File: src/rtl/iir_allpole_pkg.sv
// Shared types and arithmetic helpers for the serial all-pole IIR filter.
// round_sat is kept generic so other filter blocks can reuse it.
package iir_allpole_pkg;

  typedef enum logic [1:0] {
    S_IDLE,
    S_MAC,
    S_RESULT,
    S_OUT
  } state_e;

  localparam int RS_W = 64;

  function automatic int acc_width(
    input int in_w,
    input int out_w,
    input int coeff_w,
    input int frac,
    input int taps
  );
    int a;
    int b;
    a = in_w + frac;
    b = out_w + coeff_w;
    return ((a > b) ? a : b) + $clog2(taps + 1) + 1;
  endfunction

  // Round half up (arithmetic shift), then clamp to out_w signed.
  function automatic logic signed [RS_W-1:0] round_sat(
    input logic signed [RS_W-1:0] acc,
    input int                     frac,
    input int                     out_w
  );
    logic signed [RS_W-1:0] r;
    logic signed [RS_W-1:0] hi;
    logic signed [RS_W-1:0] lo;
    r  = (acc + (64'sd1 <<< (frac - 1))) >>> frac;
    hi = (64'sd1 <<< (out_w - 1)) - 64'sd1;
    lo = -(64'sd1 <<< (out_w - 1));
    if (r > hi) begin
      r = hi;
    end else if (r < lo) begin
      r = lo;
    end
    return r;
  endfunction

endpackage

File: src/rtl/iir_round_sat.sv
// Result stage of the all-pole IIR: rounding and output saturation.
// Purely combinational.
module iir_round_sat
  import iir_allpole_pkg::*;
#(
  parameter int ACC_W     = 15,
  parameter int OUT_WIDTH = 8,
  parameter int FRAC_BITS = 2
) (
  input  logic signed [ACC_W-1:0]     acc_i,
  output logic signed [OUT_WIDTH-1:0] sat_o
);

  logic signed [RS_W-1:0] wide;

  assign wide  = RS_W'(acc_i);
  assign sat_o = OUT_WIDTH'(round_sat(wide, FRAC_BITS, OUT_WIDTH));

endmodule

File: src/rtl/iir_allpole_serial.sv
// Serial all-pole IIR: y = sat(round(x - sum a_k*y[n-k])).
// One multiplier shared over the taps, one coefficient per cycle.
module iir_allpole_serial
  import iir_allpole_pkg::*;
#(
  parameter int IN_WIDTH    = 9,
  parameter int OUT_WIDTH   = 8,
  parameter int COEFF_WIDTH = 4,
  parameter int FRAC_BITS   = 2,
  parameter int NUM_TAPS    = 2,
  parameter logic [NUM_TAPS*COEFF_WIDTH-1:0] COEFFS = 8'h1E
) (
  input  logic                        clk,
  input  logic                        rst_b,
  input  logic                        en,
  input  logic                        in_valid,
  output logic                        in_ready,
  input  logic signed [IN_WIDTH-1:0]  data_in,
  output logic                        out_valid,
  input  logic                        out_ready,
  output logic signed [OUT_WIDTH-1:0] data_out
);

  localparam int ACC_W = acc_width(IN_WIDTH, OUT_WIDTH,
                                   COEFF_WIDTH, FRAC_BITS,
                                   NUM_TAPS);
  localparam int KW = $clog2(NUM_TAPS + 1);

  state_e                      state_q, state_d;
  logic signed [ACC_W-1:0]     acc_q, acc_d;
  logic        [KW-1:0]        k_q, k_d;
  logic signed [OUT_WIDTH-1:0] hist_q [NUM_TAPS];
  logic signed [OUT_WIDTH-1:0] hist_d [NUM_TAPS];
  logic signed [OUT_WIDTH-1:0] dout_q, dout_d;

  logic signed [COEFF_WIDTH-1:0] coef;
  logic signed [OUT_WIDTH-1:0]   hv;
  logic signed [ACC_W-1:0]       prod;
  logic signed [OUT_WIDTH-1:0]   sat;

  iir_round_sat #(
    .ACC_W     (ACC_W),
    .OUT_WIDTH (OUT_WIDTH),
    .FRAC_BITS (FRAC_BITS)
  ) u_rs (
    .acc_i (acc_q),
    .sat_o (sat)
  );

  // Tap select: k is 1-based, so slice k-1 / hist[k-1].
  always_comb begin
    coef = '0;
    hv   = '0;
    for (int i = 0; i < NUM_TAPS; i++) begin
      if (k_q == KW'(i + 1)) begin
        coef = signed'(COEFFS[i*COEFF_WIDTH +: COEFF_WIDTH]);
        hv   = hist_q[i];
      end
    end
    prod = ACC_W'(coef) * ACC_W'(hv);
  end

  always_comb begin
    state_d = state_q;
    acc_d   = acc_q;
    k_d     = k_q;
    dout_d  = dout_q;
    for (int i = 0; i < NUM_TAPS; i++) begin
      hist_d[i] = hist_q[i];
    end
    unique case (state_q)
      S_IDLE: begin
        if (in_valid) begin
          acc_d   = ACC_W'(data_in) <<< FRAC_BITS;
          k_d     = KW'(1);
          state_d = S_MAC;
        end
      end
      S_MAC: begin
        acc_d = acc_q - prod;
        k_d   = k_q + KW'(1);
        if (k_q == KW'(NUM_TAPS)) begin
          state_d = S_RESULT;
        end
      end
      S_RESULT: begin
        dout_d = sat;
        for (int i = NUM_TAPS - 1; i > 0; i--) begin
          hist_d[i] = hist_q[i-1];
        end
        hist_d[0] = sat;
        state_d   = S_OUT;
      end
      S_OUT: begin
        if (out_ready) begin
          state_d = S_IDLE;
        end
      end
      default: state_d = S_IDLE;
    endcase
  end

  always_ff @(posedge clk or negedge rst_b) begin
    if (!rst_b) begin
      state_q <= S_IDLE;
      acc_q   <= '0;
      k_q     <= '0;
      dout_q  <= '0;
      for (int i = 0; i < NUM_TAPS; i++) begin
        hist_q[i] <= '0;
      end
    end else if (en) begin
      state_q <= state_d;
      acc_q   <= acc_d;
      k_q     <= k_d;
      dout_q  <= dout_d;
      for (int i = 0; i < NUM_TAPS; i++) begin
        hist_q[i] <= hist_d[i];
      end
    end
  end

  assign in_ready  = (state_q == S_IDLE);
  assign out_valid = (state_q == S_OUT);
  assign data_out  = dout_q;

endmodule

File: config.mk
export PLATFORM = sky130hd
export DESIGN_NAME = iir_allpole_serial
export DESIGN_NICKNAME = d
export VERILOG_FILES = /design/src/rtl/iir_allpole_pkg.sv /design/src/rtl/iir_round_sat.sv /design/src/rtl/iir_allpole_serial.sv
export SDC_FILE = /design/constraint.sdc
export NUM_CORES = 1
export LEC_CHECK = 0
export ABC_AREA = 1
export CORE_UTILIZATION = 60
export DETAILED_ROUTE_END_ITERATION = 7
export GPL_TIMING_DRIVEN = 0
export PLACE_DENSITY = 0.83
export SYNTH_ARGS = -nofsm -noshare
export SYNTH_HDL_FRONTEND = slang
export SYNTH_SLANG_ARGS = --single-unit
File: constraint.sdc
create_clock -name clk -period 5.4 [get_ports clk]
set_clock_uncertainty 0.15 [all_clocks]
set_input_delay 1.08 -clock clk [delete_from_list [all_inputs] [get_ports clk]]
set_output_delay 1.08 -clock clk [all_outputs]
set_load 0.02 [all_outputs]
==> results of run 1 <==
placed cells by master (no fill, tap or decap), types with 12 or more instances in the layout:
cell type	synthesis	final
ha_1	38	37
fa_1	29	29
o21ai_0	24	24
clkdlybuf4s50_1	0	22
inv_1	131	130
nand2_1	141	140
dfrtp_1	35	35
nor2_1	47	46
buf_4	11	12
a21oi_1	26	26
nand3_1	24	24
logic make-up after synthesis:
kind of cell / count (synthesis)
buf+inv: 151
compound gates: 71
flops: 35
fa+ha+maj: 67
xor+xnor: 18
simple gates: 244
per-layer routing:
layer / vias up / GRT usage
met5: - / 0
met4: 0 / 0.08333
met3: 16 / 0.05058
met2: 142 / 0.5169
met1: 1750 / 0.3759
li1: 1841 / -
what timing repair did:
action / CTS / global route
resized for setup: 2 / 5
cloned: 0 / 0
buffers inserted: 0 / 1
hold endpoints to repair: 0 / 0
endpoints found under the setup margin: 6 / 7
stage by stage:
| step | utilization | instances | TNS (ps) | hold WS, ps | worst slack (ps) |
|---|---|---|---|---|---|
| 2_1_floorplan | - | 586 | 0 | 297.5 | 839.3 |
| 3_3_place_gp | 0.6872 | 686 | -708.7 | 315.6 | -192.3 |
| 3_5_place_dp | 0.6864 | 686 | -1129 | 322.6 | -274.9 |
| 4_1_cts | 0.7013 | 694 | 0 | 343.2 | 74.06 |
| 5_1_grt | 0.7057 | 695 | 0 | 357.2 | 35.75 |
| 6_report | 0.7057 | 695 | 0 | 341.4 | 378.3 |
path summary, 6_finish.rpt:
check / to / slack [ps] / depth (start not counted)
min reg2reg: hist_q[6]$_DFFE_PN0P_ / 340 / 2
max in group asynchronous: acc_q[13]$_DFFE_PN0P_ / 3900 / 1
min in group asynchronous: hist_q[6]$_DFFE_PN0P_ / 710 / 1
min: hist_q[6]$_DFFE_PN0P_ / 340 / 2
max: acc_q[13]$_DFFE_PN0P_ / 380 / 22
max reg2reg: acc_q[13]$_DFFE_PN0P_ / 380 / 22
critical path, stage by stage, from the launching register on:
cell and delay (ps):
dfrtp_1 390, inv_1 110, ha_2 350, inv_1 230, nor2_4 220, inv_1 120, o21ai_0 250, nand2_1 110
ha_1 200, or2_2 300, fa_1 510, inv_1 60, fa_1 540, inv_1 40, ha_1 340, a21o_1 220
a21oi_1 190, nand2_1 140, nand2_1 110, nand2_1 60, nand2_1 70, nand3_1 80, a21oi_1 160
synthesized netlist by cell type (4+ instances only):
cell type	instances	share of area
o21bai_1	4	0.0072
xnor2_1	7	0.015
nor3_1	4	0.0048
nand2_2	5	0.0075
a21oi_1	26	0.031
dfrtp_1	35	0.21
o21ai_0	24	0.029
nand2_1	141	0.13
inv_1	131	0.12
nor2_2	4	0.0060
o22ai_1	4	0.0060
xor2_1	11	0.023
o21ai_1	5	0.0060
nand3_1	24	0.029
ha_1	38	0.11
nand4_1	6	0.0090
fa_1	29	0.14
nor2_1	47	0.042
buf_4	11	0.020
o211ai_1	4	0.0072
registers in the layout, summed over array words and instances, names as in the netlist:
signal	cells
acc_q	15
data_out	8
hist_q	8
k_q	2
state_q	2
final cells by class:
type,count,area [sq um],area share
buffer,18,112.6,0.02443
multi-input combinational,400,2700,0.5858
inverter,133,503.0,0.1091
timing repair buffer,24,232.7,0.05049
sequential,35,875.8,0.1900
clock inverter,3,20.02,0.004343
tap,77,96.34,0.02090
clock buffer,5,68.82,0.01493
==> flow_summary_export.csv, run 1 <==
group,metric,value,unit
outcome,outcome,"finished clean",
drt,met1Wirelength,3977,microns
finish,diodes,0,
hold_path,min_from,"hist_q[6]$_DFFE_PN0P_",
die,std_cell_rows,29,
die,fp.dieH,85.28,microns
timing,fin_crit_sh,0.9299,
drt,drc,0,
yosys,ys_warn_count,0,
drt,drt_iter0_drc,235,
global_route,antenna_found_initial,0,
global_route,grt_start_max_net_pins,36,
global_route,grt_pass1_vias,3709,
timing,drv_slew,0,
yosys,synthMuxAreaShare,0,
die,dieArea,0.007273,sq mm
timing,rsz0062_at_grt,"false",
global_route,grt_usage,0.2947,
worst_setup_path,startpoint_type,"flop",
drt,highest_layer,"met4",
cts,htree_levels,2,
worst_setup_path,crit_arrival,5090,ps
timing,timing_hold_violations_final,0,
placement,port-buffer-count,23,
yosys,post_synth_and_or_nand_nor_area_fraction,0.2556,
cts,cts_tree,"yes",
die,coreArea,0.006531,sq mm
drt,wl_met2,4815,microns
cts,cts_sinks,35,
drt,wirelength,9667,microns
yosys,synth_cell_types,34,
worst_setup_path,crit_start,"k_q[1]$_DFFE_PN0P_",
yosys,synth_compound_area_frac,0.09531,
hold_path,hold_path_class,"flop to flop",
cts,ctsHoldBuffers,0,
yosys,ys_seq_area_frac,0.2105,
yosys,synthFlopType,"dfrtp_1",
timing,fin_crit,5022,ps
timing,relSlewSlack,0.4857,
yosys,synthXorXnorAreaFrac,0.03788,
yosys,synth_area,0.004161,sq mm
yosys,synth.avg_cell_area,7.102,sq um
placement,place_area,0.004483,sq mm
placement,hpwl,7925,microns
finish,fin_nets,698,
finish,layout-drive-gt1-share,0.08252,
yosys,synth-seq-cells,35,
drt,wl_met3,717,microns
placement,gp_congestion,0.9819,
drt,vias,3749,
cts,clkSlewWorstSetupHoldPaths,80,ps
drt,vias_per_cell,5.394,
drt,dr.pass1.iters,7,
timing,setup_viol,0,
worst_setup_path,endpoint_kind,"flop",
finish,n_fill_cell,564,
cts,cts_buffer_depth,2,
die,die_width,85.28,microns
yosys,synth_nets,667,
yosys,synth_top_family_by_area,"simple AND/OR/NAND/NOR gates",
yosys,syn_inst,586,
cts,cts-root-buf,"clkbuf_8",
global_route,grt_pass1_wl,16900,microns
drt,antenna_left,0,
die,start_util,0.6372,
timing,worstMarginPinSlew,771.5,ps
finish,area_growth,10.76,%
worst_setup_path,r2r_start,"k_q[1]$_DFFE_PN0P_",
finish,final_area,0.004609,sq mm
worst_setup_path,path_max_fanout,7,
yosys,async_flop_share,1.000,
cts,cts_buffers,5,
cts,clock_latency,290,ps
global_route,overflow,0,
worst_setup_path,required,5470,ps
yosys,synth_edf_count,0,
drt,wl_per_cell,13.91,microns
flow_run,max_cap_viol_count,0,
yosys,synth-adder-area-share,0.2538,
die,io_pins,24,
timing,clock.fmax,199.1,MHz
worst_setup_path,crit_type,"flop to flop",
Power of run 1 is not shown: default switching activity piles up to over one toggle a cycle in this logic, so the estimate is an artifact.
==> inputs of run 2 (changes only) <==
Settings changed: SETUP_SLACK_MARGIN from default to 0.2.
==> run 2 against run 1 <==
- final cell count up 0.14%
- wire length increased by 0.35%
- die area is the same
- fmax increased by 3.2%
- clock-buffer cell count stayed put
- register-to-register slack improved by 160 ps
- worst setup slack improved by 160 ps
- core utilization increased by 0.34 points
- flip-flop and latch count is the same
- via count rose by 0.99%
- largest cell class unchanged
- first-iteration DRC count down 24%
==> flow_summary_export.csv, run 2 (synthesis gave the netlist of run 1 again) <==
group,metric,value,unit
die,std_cell_rows,29,
timing,fin_crit,4864,ps
worst_setup_path,path_max_fanout,7,
placement,hpwl,7925,microns
finish,diodes,0,
drt,vias_per_cell,5.440,
timing,setup_viol,0,
drt,drc,0,
cts,cts_sinks,35,
timing,clock.fmax,205.6,MHz
worst_setup_path,required,5460,ps
drt,wl_per_cell,13.94,microns
cts,htree_levels,2,
finish,largest_reg_flops,15,
finish,largest_register,"acc_q",
worst_setup_path,cp_slowest_cell,"fa_1",
die,fp.dieH,85.28,microns
cts,clock_latency,290,ps
finish,fin_nets,699,
worst_setup_path,path_common_cell,"inv_1",
die,dieArea,0.007273,sq mm
global_route,antenna_found_initial,0,
global_route,overflow,0,
cts,ctsHoldBuffers,0,
die,die_width,85.28,microns
timing,final.setup.tns,0,ps
drt,drt_iter0_drc,178,
global_route,grt_start_max_net_pins,36,
finish,regArea,875.8,sq um
placement,gp_congestion,0.9819,
die,start_util,0.6372,
worst_setup_path,endpoint_kind,"flop",
cts,cts_buffer_depth,2,
worst_setup_path,crit_arrival,4930,ps
drt,wirelength,9701,microns
cts,clkSlewWorstSetupHoldPaths,80,ps
flow_run,max_cap_viol_count,0,
finish,layout-drive-gt1-share,0.08401,
drt,dr.pass1.iters,7,
worst_setup_path,crit_type,"flop to flop",
timing,relSlewSlack,0.4856,
timing,fin_crit_sh,0.9007,
worst_setup_path,path_delay_family,"adder cells",
worst_setup_path,startpoint_type,"flop",
timing,drv_slew,0,
worst_setup_path,slowest_delay,530,ps
timing,timing_hold_violations_final,0,
drt,vias,3786,
die,coreArea,0.006531,sq mm
finish,mostFrequentLayoutCell,"nand2_1",
timing,worstMarginPinSlew,771.6,ps
global_route,grt_usage,0.2943,
global_route,grt_pass1_vias,3705,
finish,final_cell_mix,"nand2_1 (140), inv_1 (130), nor2_1 (46)",
die,io_pins,24,
hold_path,hold_path_class,"flop to flop",
finish,area_growth,11.30,%
worst_setup_path,timing.critical_path.buf_inv,7,
finish,n_fill_cell,560,
cts,cts_buffers,5,
drt,antenna_left,0,
worst_setup_path,crit_chain,"inv_1 > ha_4 > inv_1 > nor2_4 > inv_1 > o22ai_4 > clkinvlp_4 > fa_1 > fa_1 > inv_1 > fa_1 > inv_1 > ha_1 > a21oi_1 > o21ai_0 > inv_1 > nor2_1 > nor2_1 > nand2_1 > nand2_1 > nand3_1 > a21oi_1",
timing,fin_hold_ws,341.3,ps
cts,cts-root-buf,"clkbuf_8",
cts,cts_tree,"yes",
global_route,grt_pass1_wl,16880,microns
finish,final_area,0.004632,sq mm
placement,place_area,0.004483,sq mm
finish,multi_input_area,0.002715,sq mm
timing,rsz0062_at_grt,"false",
outcome,outcome,"finished clean",
placement,port-buffer-count,23,
## run 2: routing by layer
layer	wire, microns	share of wire	track usage
met1	4118	0.42	0.3752
met3	585	0.060	0.05058
met5	0	0	0
met2	4820	0.50	0.5161
met4	176	0.018	0.08333
## run 2: through the flow
step | std cells | util | setup WS, ps
detailed placement | 686 | 0.6864 | -274.9
CTS | 694 | 0.7017 | 255.3
finish | 696 | 0.7092 | 536.4
global route | 696 | 0.7092 | 207.5
floorplan | 586 | - | 839.3
global placement | 686 | 0.6872 | -192.3
## run 2: layout make-up
cell class	count	area share
multi-input cells	400	0.5862
inverters	133	0.1086
plain buffers	18	0.02431
clock buffers	5	0.01486
clock inverters	3	0.004322
flip-flops and latches	35	0.1891
repair buffers	25	0.05186
well taps	77	0.02080
## run 2: tightest hold or removal path: cells and delay by family (launching register included)
family	cells	cell delay, ps
flip-flops	1	350
AND/OR/NAND/NOR	2	110
## run 2: what timing repair did
item / in CTS / in global routing
setup buffers: 0 / 2
resized for setup: 3 / 8
cloned: 0 / 0
endpoints found under the setup margin: 7 / 7
pin swaps: 0 / 1
## run 2: final timing paths
path / start / slack, ps / end / cells after the start
max in group asynchronous: rst_b / 3900 / acc_q[13]$_DFFE_PN0P_ / 1
min in group asynchronous: rst_b / 710 / hist_q[6]$_DFFE_PN0P_ / 1
max reg2reg: k_q[1]$_DFFE_PN0P_ / 540 / acc_q[13]$_DFFE_PN0P_ / 22
min: hist_q[0]$_DFFE_PN0P_ / 340 / hist_q[0]$_DFFE_PN0P_ / 2
max: k_q[1]$_DFFE_PN0P_ / 540 / acc_q[13]$_DFFE_PN0P_ / 22
min reg2reg: hist_q[0]$_DFFE_PN0P_ / 340 / hist_q[0]$_DFFE_PN0P_ / 2
Power of run 2 is left out for the same reason.
==> inputs of run 3 (changes only) <==
Settings changed: TNS_END_PERCENT from default to 50.
==> results of run 3 <==
The final DEF is identical to that of run 2; final timing and power are the same.
Power of run 3 is left out for the same reason.
